`src/rtl/sram_bridge32_pkg.sv`:
```
// Shared encodings and helpers for the 32-bit CPU to 16-bit SRAM bridge.
// Size codes, FSM states and beat-count rules.
package sram_bridge32_pkg;

  localparam logic [1:0] SZ_BYTE = 2'b00;
  localparam logic [1:0] SZ_HALF = 2'b01;
  localparam logic [1:0] SZ_WORD = 2'b10;
  localparam logic [1:0] SZ_RSVD = 2'b11;

  typedef enum logic [2:0] {
    ST_DRAIN,
    ST_IDLE,
    ST_ISSUE,
    ST_WAIT,
    ST_RESP
  } state_e;

  // Index of the final beat: writes go a byte per beat, reads a half per beat.
  function automatic logic [1:0] last_beat(
    input logic       rw,
    input logic [1:0] size
  );
    logic [1:0] lb;
    lb = 2'd0;
    unique case (1'b1)
      size == SZ_HALF: lb = rw ? 2'd1 : 2'd0;
      size == SZ_WORD: lb = rw ? 2'd3 : 2'd1;
      default:         lb = 2'd0;
    endcase
    return lb;
  endfunction

  function automatic logic req_bad(
    input logic [1:0] size,
    input logic [1:0] a
  );
    logic bad;
    bad = 1'b0;
    unique case (1'b1)
      size == SZ_HALF: bad = a[0];
      size == SZ_WORD: bad = (a != 2'b00);
      size == SZ_RSVD: bad = 1'b1;
      default:         bad = 1'b0;
    endcase
    return bad;
  endfunction

endpackage

```
`src/rtl/sram_bridge32.sv`:
```
// CPU 32-bit port to 16-bit SRAM sequencer bridge.
// Splits requests into byte-write / half-read beats and reassembles reads.
module sram_bridge32
  import sram_bridge32_pkg::*;
#(
  parameter int RST_DRAIN = 4
) (
  input  logic        clk,
  input  logic        rst,
  input  logic        req_valid,
  output logic        req_ready,
  input  logic        req_rw,
  input  logic [1:0]  req_size,
  input  logic [31:0] req_addr,
  input  logic [31:0] req_wdata,
  output logic        resp_valid,
  output logic        resp_err,
  output logic [31:0] resp_rdata,
  output logic        sram_valid,
  output logic        sram_rw,
  output logic [31:0] sram_addr,
  output logic [15:0] sram_dtw,
  input  logic [15:0] sram_dtr,
  input  logic        sram_done
);

  localparam int CW =
    (RST_DRAIN < 2) ? 1 : $clog2(RST_DRAIN + 1);
  localparam logic [CW-1:0] DRAIN_INIT = CW'(RST_DRAIN);

  state_e      state_q, state_d;
  logic [CW-1:0] cnt_q, cnt_d;
  logic        rw_q, rw_d;
  logic [1:0]  size_q, size_d;
  logic [31:0] addr_q, addr_d;
  logic [31:0] wdata_q, wdata_d;
  logic [1:0]  beat_q, beat_d;
  logic [1:0]  last_q, last_d;
  logic        err_q, err_d;
  logic [31:0] rdata_q, rdata_d;
  logic        s_rw_q, s_rw_d;
  logic [31:0] s_addr_q, s_addr_d;
  logic [15:0] s_dtw_q, s_dtw_d;
  logic [1:0]  nxt_beat;

  function automatic logic [31:0] beat_addr(
    input logic        rw,
    input logic [31:0] base,
    input logic [1:0]  b
  );
    return rw ? base + {30'd0, b}
              : base + {29'd0, b, 1'b0};
  endfunction

  function automatic logic [15:0] beat_dtw(
    input logic        rw,
    input logic [31:0] wd,
    input logic [1:0]  b
  );
    logic [7:0] lane;
    lane = wd[{b, 3'b000} +: 8];
    return rw ? {lane, lane} : 16'h0000;
  endfunction

  assign nxt_beat = beat_q + 2'd1;

  always_comb begin
    state_d  = state_q;
    cnt_d    = cnt_q;
    rw_d     = rw_q;
    size_d   = size_q;
    addr_d   = addr_q;
    wdata_d  = wdata_q;
    beat_d   = beat_q;
    last_d   = last_q;
    err_d    = err_q;
    rdata_d  = rdata_q;
    s_rw_d   = s_rw_q;
    s_addr_d = s_addr_q;
    s_dtw_d  = s_dtw_q;
    unique case (state_q)
      ST_DRAIN: begin
        if (cnt_q <= CW'(1)) state_d = ST_IDLE;
        else cnt_d = cnt_q - CW'(1);
      end
      ST_IDLE: begin
        if (req_valid) begin
          rw_d    = req_rw;
          size_d  = req_size;
          addr_d  = req_addr;
          wdata_d = req_wdata;
          beat_d  = 2'd0;
          last_d  = last_beat(req_rw, req_size);
          rdata_d = 32'd0;
          err_d   = req_bad(req_size, req_addr[1:0]);
          if (err_d) begin
            state_d = ST_RESP;
          end else begin
            state_d  = ST_ISSUE;
            s_rw_d   = req_rw;
            s_addr_d = beat_addr(req_rw, req_addr, 2'd0);
            s_dtw_d  = beat_dtw(req_rw, req_wdata, 2'd0);
          end
        end
      end
      ST_ISSUE: state_d = ST_WAIT;
      ST_WAIT: begin
        if (sram_done) begin
          if (!rw_q) begin
            unique case (1'b1)
              size_q == SZ_BYTE:
                rdata_d = {24'd0, addr_q[0] ? sram_dtr[15:8]
                                            : sram_dtr[7:0]};
              size_q == SZ_HALF:
                rdata_d = {16'd0, sram_dtr};
              default:
                rdata_d = beat_q[0] ? {sram_dtr, rdata_q[15:0]}
                                    : {16'd0, sram_dtr};
            endcase
          end
          if (beat_q == last_q) begin
            state_d = ST_RESP;
          end else begin
            state_d  = ST_ISSUE;
            beat_d   = nxt_beat;
            s_addr_d = beat_addr(rw_q, addr_q, nxt_beat);
            s_dtw_d  = beat_dtw(rw_q, wdata_q, nxt_beat);
          end
        end
      end
      ST_RESP: state_d = ST_IDLE;
      default: state_d = ST_DRAIN;
    endcase
  end

  always_ff @(posedge clk) begin
    if (rst) begin
      state_q  <= ST_DRAIN;
      cnt_q    <= DRAIN_INIT;
      rw_q     <= 1'b0;
      size_q   <= 2'd0;
      addr_q   <= 32'd0;
      wdata_q  <= 32'd0;
      beat_q   <= 2'd0;
      last_q   <= 2'd0;
      err_q    <= 1'b0;
      rdata_q  <= 32'd0;
      s_rw_q   <= 1'b0;
      s_addr_q <= 32'd0;
      s_dtw_q  <= 16'd0;
    end else begin
      state_q  <= state_d;
      cnt_q    <= cnt_d;
      rw_q     <= rw_d;
      size_q   <= size_d;
      addr_q   <= addr_d;
      wdata_q  <= wdata_d;
      beat_q   <= beat_d;
      last_q   <= last_d;
      err_q    <= err_d;
      rdata_q  <= rdata_d;
      s_rw_q   <= s_rw_d;
      s_addr_q <= s_addr_d;
      s_dtw_q  <= s_dtw_d;
    end
  end

  assign req_ready  = (state_q == ST_IDLE);
  assign sram_valid = (state_q == ST_ISSUE);
  assign resp_valid = (state_q == ST_RESP);
  assign resp_err   = resp_valid & err_q;
  assign resp_rdata = resp_valid ? rdata_q : 32'd0;
  assign sram_rw    = s_rw_q;
  assign sram_addr  = s_addr_q;
  assign sram_dtw   = s_dtw_q;

endmodule
```
`config.mk`:
```
export PLATFORM = sky130hd
export DESIGN_NAME = sram_bridge32
export DESIGN_NICKNAME = d
export VERILOG_FILES = /design/src/rtl/sram_bridge32_pkg.sv /design/src/rtl/sram_bridge32.sv
export SDC_FILE = /design/constraint.sdc
export NUM_CORES = 1
export LEC_CHECK = 0
export BUFFER_PORTS_ARGS = -buffer_cell sky130_fd_sc_hd__buf_2
export CAP_MARGIN = 10
export CORE_MARGIN = 2
export CORE_UTILIZATION = 48
export CTS_CLUSTER_SIZE = 12
export DETAILED_ROUTE_END_ITERATION = 6
export GPL_ROUTABILITY_DRIVEN = 1
export PLACE_DENSITY = 0.71
export SLEW_MARGIN = 20
export SYNTH_ARGS = -nofsm -noshare
export SYNTH_HDL_FRONTEND = slang
export SYNTH_SLANG_ARGS = --single-unit
```
`constraint.sdc`:
```
create_clock -name clk -period 6.7 [get_ports clk]
set_clock_uncertainty 0.2 [all_clocks]
set_input_delay 0.67 -clock clk [delete_from_list [all_inputs] [get_ports clk]]
set_output_delay 0.67 -clock clk [all_outputs]
set_load 0.1 [all_outputs]
```
==> results of run 1 <==
[sequential cells by signal, indices dropped and copies added, names as in the netlist, 2 cells and up]
register   flops
last_q         2
sram_dtw       8
size_q         2
cnt_q          3
beat_q         2
rdata_q       32
addr_q        32
wdata_q       32
state_q        3
sram_addr     32
[routing by layer]
layer	routed length, um	vias to the layer above	GRT usage, %
met1	9200	3300	32.9
met5	0	-	0
met4	365	0	8.27
met2	9500	229	40.1
li1	-	3497	-
met3	1280	27	6.39
[power groups by stage]
stage               sequential (mW)  clock, mW  combinational, mW
floorplan                      1.20          0              0.364
global placement               1.06          0              0.636
detailed placement             1.06          0              0.640
CTS                            1.04      0.918              0.643
global route                   1.06      0.959              0.697
finish                         1.05      0.905              0.644
[worst register-to-register path: stages (launching register included)]
cell,delay (ps)
dfxtp_1,860
inv_1,190
ha_1,260
fa_1,410
a21boi_0,580
or4bb_1,330
nor2_1,80
a211o_1,320
a32o_1,240
[final cells by class]
type	count	share of cell area [%]
clock buffers	18	4.98
clock inverters	14	1.32
inverters	11	0.468
multi-input cells	685	45.7
flip-flops and latches	151	34.3
well taps	188	2.67
repair buffers	181	10.6
[kinds of logic after synthesis]
| group | synth area share (%) |
|---|---|
| buffers and inverters | 5.16 |
| AND/OR/NAND/NOR | 26.2 |
| adder cells (fa/ha/maj) | 2.23 |
| AO/OA/AOI/OAI | 19.3 |
| XOR/XNOR | 2.25 |
| multiplexers | 4.06 |
| flip-flops | 40.9 |
[how the worst max path moves through the flow]
stage	depth (start not counted)	end	slack, ps	from
floorplan	3	sram_valid	3010	state_q[1]
global placement	7	sram_addr[11]	3020	beat_q[0]
detailed placement	7	sram_addr[11]	2960	beat_q[0]
CTS	7	sram_addr[11]	2930	beat_q[0]
global route	8	sram_addr[26]	2750	beat_q[0]
finish	8	sram_addr[26]	3110	beat_q[0]
[cells in the mapped netlist (all sizes together) (4+ instances only)]
cell type	number
and3	10
o2bb2ai	7
buf	22
and2	37
and4	9
xnor2	11
a32o	5
nor3	31
a211o	11
or4	4
xor2	8
mux4	8
nor4	7
inv	11
o31ai	9
a21o	4
o21ai	18
a32oi	10
a211oi	13
a21oi	119
nand4	7
mux2i	12
nor2	44
dfxtp	151
o211ai	4
clkbuf	58
nor3b	4
or3	6
nand2	199
ha	10
nand3	37
==> flow_metrics.tcl, run 1 <==
set metrics [dict create \
    final_common_cell "nand2_1" \
    p_clk_share_pct 34.9 \
    die_y_um 128 \
    clockBufferDepth 2 \
    grt_pass1_wl_mm 32.8 \
    place_area_sq_um 8250 \
    critPathBufInv 1 \
    ys_ff_latch 151 \
    num-nets-final 1146 \
    end_kind "flop" \
    cpPeakStageDelay_ps 860 \
    route.detailed.drc 0 \
    place_congestion 0.812 \
    rows 45 \
    ant_nets 0 \
    wl_mm 20.3 \
    irDropWorstVdd_mv 0.199 \
    worst_slew_pin_slew_ps 1040 \
    yosysTopAreaCell "dfxtp_1" \
    synth-async-reset-ratio_pct 0 \
    hold_class "flop to flop" \
    final_cells 1248 \
    cts.sinks 151 \
    cts_root_buffer "clkbuf_16" \
    multi_input_area_sq_um 4030 \
    synth_area_leaders "dfxtp_1 (41%), nand2_1 (10%), a21oi_1 (8.1%), and2_1 (3.1%), clkbuf_1 (2.9%)" \
    path_clk_slew_ps 70 \
    worstPathCellList "inv_1 -> ha_1 -> fa_1 -> a21boi_0 -> or4bb_1 -> nor2_1 -> a211o_1 -> a32o_1" \
    slew_viol_final 0 \
    worstPathRequired_ps 6820 \
    holdWs_ps 246 \
    fin_ws_ps 3110 \
    switchingPower_mw 0.967 \
    whs_path_depth 2 \
    grt_pass1_vias 6504 \
    design_power_total_mw 2.60 \
    synth_nets 1026 \
    reg2reg_to "sram_addr[26]" \
    post-cts-setup-buffers 0 \
    fin_crit_sh_pct 53.5 \
    hold_viol_final 0 \
    ctsResizeCount 0 \
    synth_cells 927 \
    seqPwrFrac_pct 40.3 \
    synth.distinct_cells 61 \
    maxCapViolations 0 \
    reg2reg_from "beat_q[0]" \
    path_delay_family "compound AO/OA/AOI/OAI gates" \
    rsz0062_at_grt "no" \
    drive_above_1_share_pct 22.2 \
    placed_cells 1216 \
    cts_tree "done" \
    grt_max_degree 100 \
    setup_viol 0 \
    final_util_pct 58.2 \
    seq_area_sq_um 3020 \
    initial_utilization_pct 48.8 \
    cellLeakagePower_nw 3.48 \
    grt_util_all_layers_pct 25.0 \
    worstSetupPathType "flop to flop" \
    swShare_pct 37.2 \
    diodes 0 \
    insertion_delay_ps 430 \
    fillers 1429 \
    fmax_ghz 0.279 \
    final_design_area_no_fill_sq_um 8820 \
    internal_power_mw 1.63 \
    viasPerCell 5.65 \
    route.vias.total 7053 \
    slew_headroom_pct 30.3 \
    syn_to_final_growth_pct 19.2 \
    holdCritStartpoint "sram_addr[6]" \
    rrSetupSlack_ps 3110 \
    worstRegToRegCells 8 \
    hold_end "sram_addr[6]" \
    die-area_sq_um 16400 \
    syn_area_sq_um 7400 \
    path_max_fanout 16 \
    ys_dominant_reg_cell "dfxtp_1" \
    port_buffers 171 \
    yosysWarnings 0 \
    synth_edf_count 0 \
    synth.top_cell.area_share_pct 40.9 \
    grt_overflow 0 \
    p_comb_share_pct 24.8 \
    drt_first_iter_violations 583 \
    hpwl_mm 13.4 \
    start_kind "flop" \
    pwr_density_cell_nw_per_um2 294 \
    htree_levels 4 \
    cp.arrival_ps 3710 \
    cts_hold_buf 0 \
    critical-path-slowest-cell "dfxtp_1" \
    status "finished, final reports clean" \
    fin_crit_ps 3590 \
    numCtsBuffers 17 \
    ioPinCount 172 \
    coreArea_sq_um 15100 \
    antenna_found_initial 0 \
    finalSetupTns_ps 0 \
    wl_per_cell_um 16.3 \
    syn_avg_cell_area_sq_um 7.98 \
    dp_slack_ps 2960 \
    ys_seq_area_share_pct 40.9 \
    die_w_um 128 \
    mostFrequentLayoutCells "nand2_1 (198), buf_2 (170), dfxtp_1 (151), a21oi_1 (118), nor2_1 (44)" \
    dr.pass1.iters 5 \
]
No activity file was read; power rests on OpenSTA's default activity.
==> run 2, diff against run 1 <==
==> constraint.sdc (replaced) <==
create_clock -name clk -period 3.4 [get_ports clk]
set_clock_uncertainty 0.2 [all_clocks]
set_input_delay 0.34 -clock clk [delete_from_list [all_inputs] [get_ports clk]]
set_output_delay 0.34 -clock clk [all_outputs]
set_load 0.1 [all_outputs]
==> flow_metrics.tcl, run 2 (same netlist as run 1, synthesis figures left out) <==
set metrics [dict create \
    ioPinCount 172 \
    grt_max_degree 83 \
    grt_pass1_vias 7035 \
    worstPathRequired_ps 3520 \
    die-area_sq_um 16400 \
    port_buffers 171 \
    fin_crit_ps 2920 \
    slew_headroom_pct 40.9 \
    reg2reg_to "sram_addr[26]" \
    finalSetupTns_ps 0 \
    cts_root_buffer "clkbuf_16" \
    pwr_density_cell_nw_per_um2 544 \
    fin_crit_sh_pct 85.9 \
    rows 45 \
    worstRegToRegCells 8 \
    path_clk_slew_ps 60 \
    insertion_delay_ps 430 \
    hold_viol_final 0 \
    path_depth 8 \
    fillers 1293 \
    worstPathCellList "inv_1 -> ha_1 -> fa_1 -> a21boi_0 -> or4bb_1 -> nor2_1 -> a211o_1 -> a32o_1" \
    start_kind "flop" \
    crit_end "sram_addr[26]" \
    setup_viol 0 \
    dp_slack_ps 493 \
    route.vias.total 7491 \
    route.detailed.drc 0 \
    seq_area_sq_um 3020 \
    diodes 0 \
    initial_utilization_pct 48.8 \
    grt_pass1_wl_mm 35.1 \
    ant_nets 0 \
    place_congestion 0.850 \
    reg2reg_from "beat_q[0]" \
    die_y_um 128 \
    startpoint "beat_q[0]" \
    drive_above_1_share_pct 21.2 \
    mostFrequentLayoutCells "nand2_1 (198), buf_2 (170), dfxtp_1 (151), a21oi_1 (118), dlygate4sd3_1 (81)" \
    grt_overflow 0 \
    hold_class "input port to flop" \
    clockBufferDepth 2 \
    slew_viol_final 0 \
    end_kind "flop" \
    fin_ws_ps 480 \
    multi_input_area_sq_um 4020 \
    worstSetupPathType "flop to flop" \
    status "finished, final reports clean" \
    cp.arrival_ps 3040 \
    maxCapViolations 0 \
    fmax_ghz 0.342 \
    path_delay_family "compound AO/OA/AOI/OAI gates" \
    numCtsBuffers 17 \
    cts.sinks 151 \
    ctsResizeCount 0 \
    wl_per_cell_um 16.2 \
    wl_mm 21.8 \
    critical-path-slowest-cell "a21boi_0" \
    drt_first_iter_violations 658 \
    rrSetupSlack_ps 480 \
    critPathBufInv 1 \
    grt_util_all_layers_pct 26.7 \
    antenna_found_initial 0 \
    htree_levels 4 \
    worst_slew_pin_slew_ps 882 \
    cts_tree "done" \
    path_max_fanout 6 \
    cpPeakStageDelay_ps 580 \
    final_common_cell "nand2_1" \
    post-cts-setup-buffers 0 \
    irDropWorstVdd_mv 0.420 \
    num-nets-final 1241 \
    die_w_um 128 \
    syn_to_final_growth_pct 31.9 \
    coreArea_sq_um 15100 \
    viasPerCell 5.58 \
    cellLeakagePower_nw 3.92 \
    dr.pass1.iters 6 \
    hpwl_mm 13.9 \
    rsz0062_at_grt "no" \
]
[run 2: cell types whose count changed in the layout (fill, tap and decap cells not counted), sizes merged, moves of 3 or more]
cell         delta
buf            +14
clkbuf          +3
clkinvlp        -5
dlygate4sd3    +81
inv             -3
[run 2: repair_timing]
action / 4_1_cts / 5_1_grt
setup endpoints to repair: 0 / 0
endpoints found under the hold margin: 91 / 0
hold buffers: 81 / 0
[run 2: power breakdown]
group	internal (mW)	switching [mW]	leakage, nW	total (mW)
Clock	1.12	0.752	0.284	1.87
Combinational	0.401	0.975	2.42	1.38
Sequential	1.92	0.136	1.22	2.06
Total	3.45	1.86	3.92	5.31
[run 2: worst min path at each step]
stage / startpoint / to / cells after the start
after global placement: rdata_q[15] / rdata_q[15] / 2
after CTS: req_size[0] / size_q[0] / 3
after global routing: req_size[0] / size_q[0] / 3
after floorplan: rdata_q[3] / rdata_q[3] / 1
final: req_size[0] / size_q[0] / 3
after detailed placement: rdata_q[10] / rdata_q[10] / 2
[run 2: through the flow]
stage	total power, mW	instance area (sq um)	instances	utilization, %	hold slack (ps)
2_1_floorplan	3.08	7400	927	-	224
3_3_place_gp	3.38	8370	1230	55.2	234
3_5_place_dp	3.39	8370	1230	55.2	242
4_1_cts	5.32	9760	1342	64.4	1.61
5_1_grt	5.53	9760	1342	64.4	15.0
6_report	5.31	9760	1342	64.4	5.85
[run 2: worst register-to-register path, cell delays in order, from the launching register on]
cell	delay (ps)
dfxtp_1	360
inv_1	90
ha_1	220
fa_1	400
a21boi_0	580
or4bb_1	310
nor2_1	80
a211o_1	330
a32o_1	240
[run 2: final cells by class]
cell class / count / area share, %
Inverter: 11 / 0.423
Clock inverter: 10 / 1.24
Timing Repair Buffer: 276 / 19.1
Multi-Input combinational cell: 685 / 41.2
Clock buffer: 21 / 4.72
Sequential cell: 151 / 31.0
Tap cell: 188 / 2.41
[run 2: layer usage]
metal	routed length, um	vias up	GRT usage, %
li1	-	3684	-
met1	9700	3525	34.6
met2	10400	252	44.4
met3	1300	30	5.88
met4	351	0	8.27
met5	0	-	0
